==> config.mk <==
export PLATFORM = sky130hd
export DESIGN_NAME = ped_request_conditioner
export DESIGN_NICKNAME = d
export VERILOG_FILES = /design/src/rtl/ped_request_conditioner.sv
export SDC_FILE = /design/constraint.sdc
export NUM_CORES = 1
export LEC_CHECK = 0
export CORE_MARGIN = 3
export CORE_UTILIZATION = 40
export DETAILED_ROUTE_END_ITERATION = 7
export GPL_TIMING_DRIVEN = 0
export HOLD_SLACK_MARGIN = 0.03
export PLACE_DENSITY = 0.74
export SLEW_MARGIN = 30
export SYNTH_ARGS = -nofsm -noshare
export SYNTH_HDL_FRONTEND = slang
export SYNTH_SLANG_ARGS = --single-unit
==> constraint.sdc <==
create_clock -name clk -period 1.5 [get_ports clk]
set_input_delay 0.3 -clock clk [delete_from_list [all_inputs] [get_ports clk]]
set_output_delay 0.3 -clock clk [all_outputs]
set_load 0.03 [all_outputs]
==> src/rtl/ped_request_conditioner.sv <==
// ped_request_conditioner: sync, debounce and latch two pedestrian buttons into TLC requests; STUCK_DETECT_EN adds stuck-button blocking
module ped_request_conditioner #(
  parameter int DEBOUNCE_CYCLES = 4,
  parameter int STUCK_CYCLES = 1000
) (
  input  logic clk,
  input  logic rst_n,
  input  logic btn_ns_raw,
  input  logic btn_ew_raw,
  input  logic walk_ns,
  input  logic walk_ew,
  output logic ped_ns,
  output logic ped_ew,
  output logic stuck_ns,
  output logic stuck_ew
);
  localparam int CW = $clog2(DEBOUNCE_CYCLES) + 1;
  logic [1:0] raw, walk, ped, stuck;
  assign raw = {btn_ew_raw, btn_ns_raw};
  assign walk = {walk_ew, walk_ns};
  assign {ped_ew, ped_ns} = ped;
  assign {stuck_ew, stuck_ns} = stuck;
  if (DEBOUNCE_CYCLES < 1 || DEBOUNCE_CYCLES > 255 || STUCK_CYCLES <= DEBOUNCE_CYCLES) begin : g_bad_params
    $error("ped_request_conditioner: illegal DEBOUNCE_CYCLES/STUCK_CYCLES");
  end
  for (genvar c = 0; c < 2; c++) begin : g_ch
    logic s1, s2, db, p, flip, rise, db_next, block;
    logic [CW-1:0] cnt;
    assign flip = (s2 != db) && (cnt == CW'(DEBOUNCE_CYCLES - 1));
    assign rise = flip && s2;
    assign db_next = flip ? s2 : db;
`ifdef STUCK_DETECT_EN
    localparam int SW = $clog2(STUCK_CYCLES + 1);
    logic [SW-1:0] scnt, scnt_next;
    logic st;
    // counts edges with db already high, so the rise edge itself is not counted
    assign scnt_next = !db_next ? '0 : (db && scnt != SW'(STUCK_CYCLES)) ? scnt + 1'b1 : scnt;
    assign block = scnt_next == SW'(STUCK_CYCLES);
    always_ff @(posedge clk) begin
      if (!rst_n) begin
        scnt <= '0;
        st <= 1'b0;
      end else begin
        scnt <= scnt_next;
        st <= block;
      end
    end
    assign stuck[c] = st;
`else
    assign block = 1'b0;
    assign stuck[c] = 1'b0;
`endif
    always_ff @(posedge clk) begin
      if (!rst_n) begin
        s1 <= 1'b0;
        s2 <= 1'b0;
        db <= 1'b0;
        cnt <= '0;
        p <= 1'b0;
      end else begin
        s1 <= raw[c];
        s2 <= s1;
        db <= db_next;
        cnt <= (s2 == db || flip) ? '0 : cnt + 1'b1;
        p <= (walk[c] || block) ? 1'b0 : rise ? 1'b1 : p;
      end
    end
    assign ped[c] = p;
  end
endmodule

# [Yosys cells after proc, flatten, opt, wreduce, memory -nomap -nowiden]
# Cells that the tools add are included.
[totals] reg_bits=14 input_bits=6 out_inout_bits=4 word_cells=29
[classes] add_sub_neg=2 n_eq_ne=6 bitwise_logic=1 reduce_logical=10
[op_table] cell="$reduce_or A2 Y1" count=4
[op_table] cell="$add A3 B1 Y3 const B" count=2
[op_table] cell="$eq A3 B2 Y1 const B" count=2
[op_table] cell="$logic_and A1 B1 Y1" count=4
[op_table] cell="$eq A1 B1 Y1" count=2
[op_table] cell="$logic_or A1 B1 Y1" count=2
[op_table] cell="$ne A1 B1 Y1" count=2
[op_table] cell="$not A1 Y1" count=1

# [Depth between registers and ports, before layout]
[depth] ltp_word=4 mapped_depth=4 ltp_nobuf=4

# [Worst setup path after synthesis]
# Ideal clock, no wire load.
[synth_timing] path_type="register to register" startpoint="register g_ch[0].cnt[0]" endpoint="register g_ch[0].cnt[1]" setup_time_ns=0.080 arrival_ns=0.995 required_time_ns=1.420 path_slack_ns=0.425 path_stages_with_launch=5 path_buffers=0 synth_period_minus_slack_ns=1.075 path_cell_list="dfxtp_1 -> ha_1 -> ha_1 -> nand2b_1 -> nor3b_1"
[synth_via] elab_chain_len=4 word_cells_on_any_way=5 cone_classes="1 x add/sub; 1 x eq/ne; 3 x reduce/logical"
[synth_lines] item="start, declared" line="28" source="logic [CW-1:0] cnt;"
[synth_lines] item="start signal, assigned" line="64" source="cnt <= (s2 == db || flip) ? '0 : cnt + 1'b1;"
[synth_lines] item="$eq A3 B2 Y1" line="29" source="assign flip = (s2 != db) && (cnt == CW'(DEBOUNCE_CYCLES - 1));"
[synth_lines] item="$logic_and A1 B1 Y1" line="29"
[synth_lines] item="$logic_or A1 B1 Y1" line="64"
[synth_lines] item="$reduce_or A2 Y1 (no source line)"
# Several ways; a longest one is shown, not always the timed one.
# A chain may end at the register's enable or synchronous reset.

# [Final worst setup path]
[layout_timing] startpoint="register g_ch[0].p, in the netlist ped_ns" endpoint="output ped_ns"
[layout_lines] item="start, declared" line="27" source="logic s1, s2, db, p, flip, rise, db_next, block;"
[layout_lines] item="start signal, assigned" line="65" source="p <= (walk[c] || block) ? 1'b0 : rise ? 1'b1 : p;"
[layout_lines] item="end, declared" line="12" source="output logic ped_ns,"
# No word-level cell between the ends.

==> results.json <==
{
  "hold_viol": 0,
  "finClkSkew_ps": 3.70,
  "dp_slack_ps": 146,
  "die_area_um2": 1780,
  "synthesis.area_um2": 524,
  "critPathMaxFanout": 2,
  "num_io_pins": 10,
  "rsz0062_at_grt": "no",
  "p_total_uw": 623,
  "die_h_um": 42.2,
  "rows": 12,
  "drtIter0Drc": 4,
  "place_area_um2": 616,
  "synth-simple-area-share_pct": 21.5,
  "avgSynthCellArea_um2": 10.7,
  "setup_slack_ps": 184,
  "tns_ps": 0,
  "drt-pass1-iter-count": 4,
  "numCtsBuffers": 3,
  "power_switching_uw": 130,
  "power_frac_seq_pct": 61.2,
  "die_w_um": 42.2,
  "fill_cells": 116,
  "critPathCaptureType": "primary output",
  "hold_class": "flop to flop",
  "period_share_pct": 87.7,
  "cts_tree": "yes",
  "drt-total-wl_um": 675,
  "switching_share_pct": 20.8,
  "via_per_inst": 4.58,
  "max_stage_delay_ps": 400,
  "p_int_uw": 493,
  "num_vias": 339,
  "antenna_cells": 0,
  "gp_congestion": 0.637,
  "cp.arrival_ps": 1020,
  "rr_endpoint": "g_ch[1].cnt[0]",
  "floorplan.initialDensity_pct": 44.8,
  "cp-startpoint": "ped_ns",
  "yosysSeqAreaShare_pct": 53.5,
  "holdBufCountCts": 0,
  "synthCells": 49,
  "avgRoutedWirePerCell_um": 9.12,
  "synth_fa_ha_area_share_pct": 9.55,
  "grt_pass1_vias": 330,
  "nets": 72,
  "dp_hpwl_um": 469,
  "drc_errors": 0,
  "critPathLaunchType": "flop",
  "timing.rr.start": "g_ch[1].cnt[0]",
  "status": "finished, final reports clean",
  "ys_ff_latch": 14,
  "synth_compound_area_share_pct": 1.91,
  "path_delay_family": "buffers and inverters",
  "synthMuxAreaShare_pct": 3.82,
  "synth_xor_area_share_pct": 3.34,
  "finalMaxSlewViolations": 0,
  "drive_gt1_share_pct": 8.33,
  "antenna_left": 0,
  "post-route-cell-area_um2": 636,
  "period_minus_slack_ps": 1320,
  "antenna_found_initial": 0,
  "rrSetupSlack_ps": 330,
  "hold-worst-slack_ps": 430,
  "clock_path_buffers": 2,
  "core_region_area_um2": 1170,
  "area_delta_synth_final_pct": 21.2,
  "clk_latency_ps": 280,
  "cp_slowest_cell": "dlygate4sd2_1",
  "required_ps": 1200,
  "power.leakage_uw": 0.000253,
  "multi_input_area_um2": 218,
  "htreeDepth": 1,
  "crit_type": "flop to primary output",
  "cp.depth": 1,
  "p_comb_share_pct": 6.4,
  "max_clock_freq_mhz": 760,
  "setup_viol": 0,
  "power_density_nw_per_um2": 980,
  "cts_sinks": 14,
  "overflow": 0,
  "crit_chain": "dlygate4sd2_1",
  "synth_top_family_by_area": "simple AND/OR/NAND/NOR gates",
  "path_clk_slew_ps": 70,
  "grt_max_degree": 11,
  "yosys_warnings": 0,
  "ir_drop_v": 0.000563,
  "crit_buf_inv": 1,
  "endpoint": "ped_ns",
  "max_cap_violations": 0,
  "grt_usage_pct": 10.2,
  "r2r_cells": 4,
  "seqCellArea_um2": 280,
  "grt_pass1_wl_um": 1270,
  "cts_root_buffer": "clkbuf_4",
  "yosysUniqueCellTypes": 14,
  "portBuffers": 7,
  "p_clk_share_pct": 32.5
}
final cells by class:
| cell class | instances | share of cell area (%) |
|---|---|---|
| multi-input cells | 30 | 34.3 |
| well taps | 14 | 2.76 |
| clock buffers | 3 | 3.54 |
| flip-flops and latches | 14 | 44.1 |
| inverters | 4 | 2.36 |
| repair buffers | 7 | 10.6 |
| plain buffers | 2 | 2.36 |
sequential cells by signal, summed over array words and instances (netlist names):
signal    flops
ped_ns        1
g_ch.s2       2
g_ch.cnt      6
ped_ew        1
g_ch.s1       2
g_ch.db       2
repair_timing:
action	4_1_cts	5_1_grt
endpoints found under the hold margin	0	0
endpoints found under the setup margin	2	0
buffers inserted	0	0
gates resized for setup	2	0
power groups by stage:
| stage | combinational (uW) | clock, uW | sequential [uW] |
|---|---|---|---|
| after detailed placement | 39.4 | 0 | 390 |
| after global placement | 38.8 | 0 | 390 |
| after floorplan | 22.8 | 0 | 389 |
| after global routing | 44.0 | 228 | 382 |
| after CTS | 39.8 | 213 | 381 |
| final | 39.6 | 202 | 381 |
synth_stat cells:
master    instances  share of area, %
xnor2_1           2               3.3
nor3b_1           2               2.9
and2_1            4               4.8
nor2b_1           2               2.4
nand3b_1          2               2.9
mux2i_1           2               3.8
nand2b_1          4               4.8
dfxtp_1          14                53
a21oi_1           2               1.9
buf_4             2               2.9
conb_1            1              0.72
nor3_1            4               3.8
ha_1              4               9.5
inv_1             4               2.9
cell usage in the layout, fill, tap and decap left out:
cell type and instances:
dfxtp_1 14, clkdlybuf4s50_1 5, inv_1 4, and2_1 4, nand2b_1 4, nor3_1 4, ha_1 4, clkbuf_4 3
mux2i_1 2, nor2b_1 2, nand3b_1 2, a21oi_1 2, xnor2_1 2, nor3b_1 2, buf_4 2, conb_1 2
dlygate4sd2_1 2
logic make-up after synthesis:
group                    after synthesis
other                                  1
adder cells (fa/ha/maj)                4
AO/OA/AOI/OAI                          2
XOR/XNOR                               2
AND/OR/NAND/NOR                       18
flip-flops                            14
multiplexers                           2
buffers and inverters                  6
routing by layer:
| metal | GRT usage, % | vias up | part of all wire (%) | routed length (um) |
|---|---|---|---|---|
| li1 | - | 179 | - | - |
| met1 | 8.62 | 144 | 44 | 294 |
| met2 | 17.0 | 11 | 45 | 302 |
| met3 | 3.86 | 5 | 7.3 | 49 |
| met4 | 11.2 | 0 | 4.1 | 28 |
| met5 | 0 | - | 0 | 0 |
how the worst min path moves through the flow:
stage | start | end | slack [ps] | depth (start not counted)
2_1_floorplan | g_ch[0].cnt[0] | g_ch[0].cnt[0] | 410 | 1
5_1_grt | g_ch[0].s1 | g_ch[0].s2 | 450 | 1
4_1_cts | g_ch[0].cnt[0] | g_ch[0].cnt[0] | 430 | 1
6_report | g_ch[0].cnt[0] | g_ch[0].cnt[0] | 430 | 1
3_5_place_dp | g_ch[1].s1 | g_ch[1].s2 | 420 | 1
3_3_place_gp | g_ch[0].s1 | g_ch[0].s2 | 420 | 1
per-stage QoR:
stage / util [%] / cells
floorplan: - / 50
global placement: 52.6 / 71
detailed placement: 52.6 / 71
CTS: 54.3 / 74
global route: 54.3 / 74
finish: 54.3 / 74
(Power assumes the default switching activity.)
==> RTL edit: new RTL, same settings <==
`DEBOUNCE_CYCLES`: 4 -> 8.
--- a/src/rtl/ped_request_conditioner.sv
+++ b/src/rtl/ped_request_conditioner.sv
@@ -2,3 +2,3 @@
 module ped_request_conditioner #(
-  parameter int DEBOUNCE_CYCLES = 4,
+  parameter int DEBOUNCE_CYCLES = 8,
   parameter int STUCK_CYCLES = 1000
Formal check against the unedited RTL: not equivalent (Yosys sat finds a counterexample within 10 cycles, from zero or initial values and one cycle with rst_n low).
==> RTL edit against the unedited design <==
  * Final cell count up 15%
  * Final area grew 20%
  * Critical path depth did not move
  * Power up 19%
  * Sequential cell count rose by 2
  * Synthesized area rose by 21%
  * Combinational power fell by 3%
  * Utilization grew 0.20 points
  * Register-to-register slack improved by 0.04 ns
  * Sequential share of layout area shrank 2.1 points
  * Routed wire length rose by 28%
  * Sequential power up 14%
  * Worst setup slack better by 0.014 ns
  * Largest cell class unchanged
  * Highest routed layer is now met3
==> RTL edit: results (changes against the unedited design) <==
Detailed routing
  • Via count: 389 (+15%)
  • Met2 routed WL: 391 um (+29%)
  • Highest routing layer actually used: met3
  • Met3 WL: 44 um (-10%)
  • Initial DRT Pass Iterations: 3 (-1)
  • WL met1: 426 um (+45%)
  • DR iter-0 viols: 6 (+2)

Yosys
  • Synth top area cells: dfxtp_1 50%, xor2_1 8.3%, nand3b_4 6.3%
  • Post-synth cell types: 16 (+2)
  • Post-Syn Instances: 58 (+18%)
  • Sequential area share after synthesis: 50.4% (-3.1 points)
  • Post-Synth XOR/XNOR Area: 8.27% (+4.9 points)
  • Mux cell area share after synthesis: 3.15% (-0.67 points)
  • Adder-Cell Fraction of Synth Area: 3.94% (-5.6 points)

Finish
  • Layout cells sized above 1: 17.1% (+8.8 points)
  • Fin cells: 85 (+15%)
  • Max reg flops: 8 (+2)
  • # fillers: 124 (+6.9%)
  • Nets: 79 (+9.7%)

Place
  • Inst Count DP: 81 (+14%)
  • Hpwl dp: 684 um (+46%)
  • Pre-CTS setup slack: 0.0720 ns (-0.0737 ns)
  • Count of input and output buffers: 7 (unchanged)

GRT
  • Global Route met3 Usage: 5.14% (+1.3 points)
  • First-pass GRT wire length: 1590 um (+26%)
  • Total track usage: 10.4% (+0.14 points)
  • Global-route met2 utilization: 15.7% (-1.4 points)
  • Met1 GRT Util: 14.1% (+5.5 points)
  • Number of global-route vias before repair: 402 (+22%)

Status
  • Status: complete, no violations

Power and ir drop
  • P_leak: 0.453 nW (+79%)
  • Peak VDD IR: 0.936 mV (+66%)

STA
  • Setup Skew: 0.00209 ns (-0.00161 ns)
[RTL edit: cell types whose count changed after synthesis, sizes merged]
cell and change:
nor2 +6, xor2 +6, nand2b -4, nand3 +4, nor3 -4, a21oi -2
and3 +2, dfxtp +2, ha -2, o211a +2, xnor2 -2, clkbuf +1
[RTL edit: worst paths after layout]
| path | start | end | slack [ns] | cells past startpoint |
|---|---|---|---|---|
| hold / removal | g_ch[1].s1 | g_ch[1].s2 | 0.44 | 1 |
| setup reg to reg | g_ch[1].cnt[0] | ped_ew | 0.37 | 4 |
| hold reg to reg | g_ch[1].s1 | g_ch[1].s2 | 0.44 | 1 |
| setup / recovery | ped_ns | ped_ns | 0.20 | 1 |
[RTL edit: metrics by stage]
step	utilization, %	area [um2]
after floorplan	-	639
after global placement	52.1	728
after detailed placement	52.1	728
after CTS	54.5	762
after global routing	54.5	762
final	54.5	762
[RTL edit: cell families (layout without fill, tap and decap cells)]
logic type / count (synthesis) / count (layout)
compound gates: 2 / 2
xor+xnor: 6 / 6
fa+ha+maj: 2 / 2
buf+inv: 7 / 18
flops: 16 / 16
mux: 2 / 2
other cells: 1 / 2
simple gates: 22 / 22
[RTL edit: layout make-up]
class	instances	area, um2	share of cell area [%]
Tap cell	15	18.8	2.46
Multi-Input combinational cell	36	285	37.4
Sequential cell	16	320	42.0
Inverter	4	15.0	1.97
Clock buffer	4	36.3	4.76
Buffer	3	18.8	2.46
Timing Repair Buffer	7	67.6	8.87
[RTL edit: timing repair]
item	4_1_cts	5_1_grt
hold buffers	0	0
gates resized for setup	2	0
setup endpoints to repair	2	0
[RTL edit: where the power goes]
| group | leakage, nW | switching (mW) | internal [mW] |
|---|---|---|---|
| clock | 0.0210 | 0.123 | 0.147 |
| sequential | 0.130 | 0.00352 | 0.431 |
| combinational | 0.303 | 0.0168 | 0.0218 |
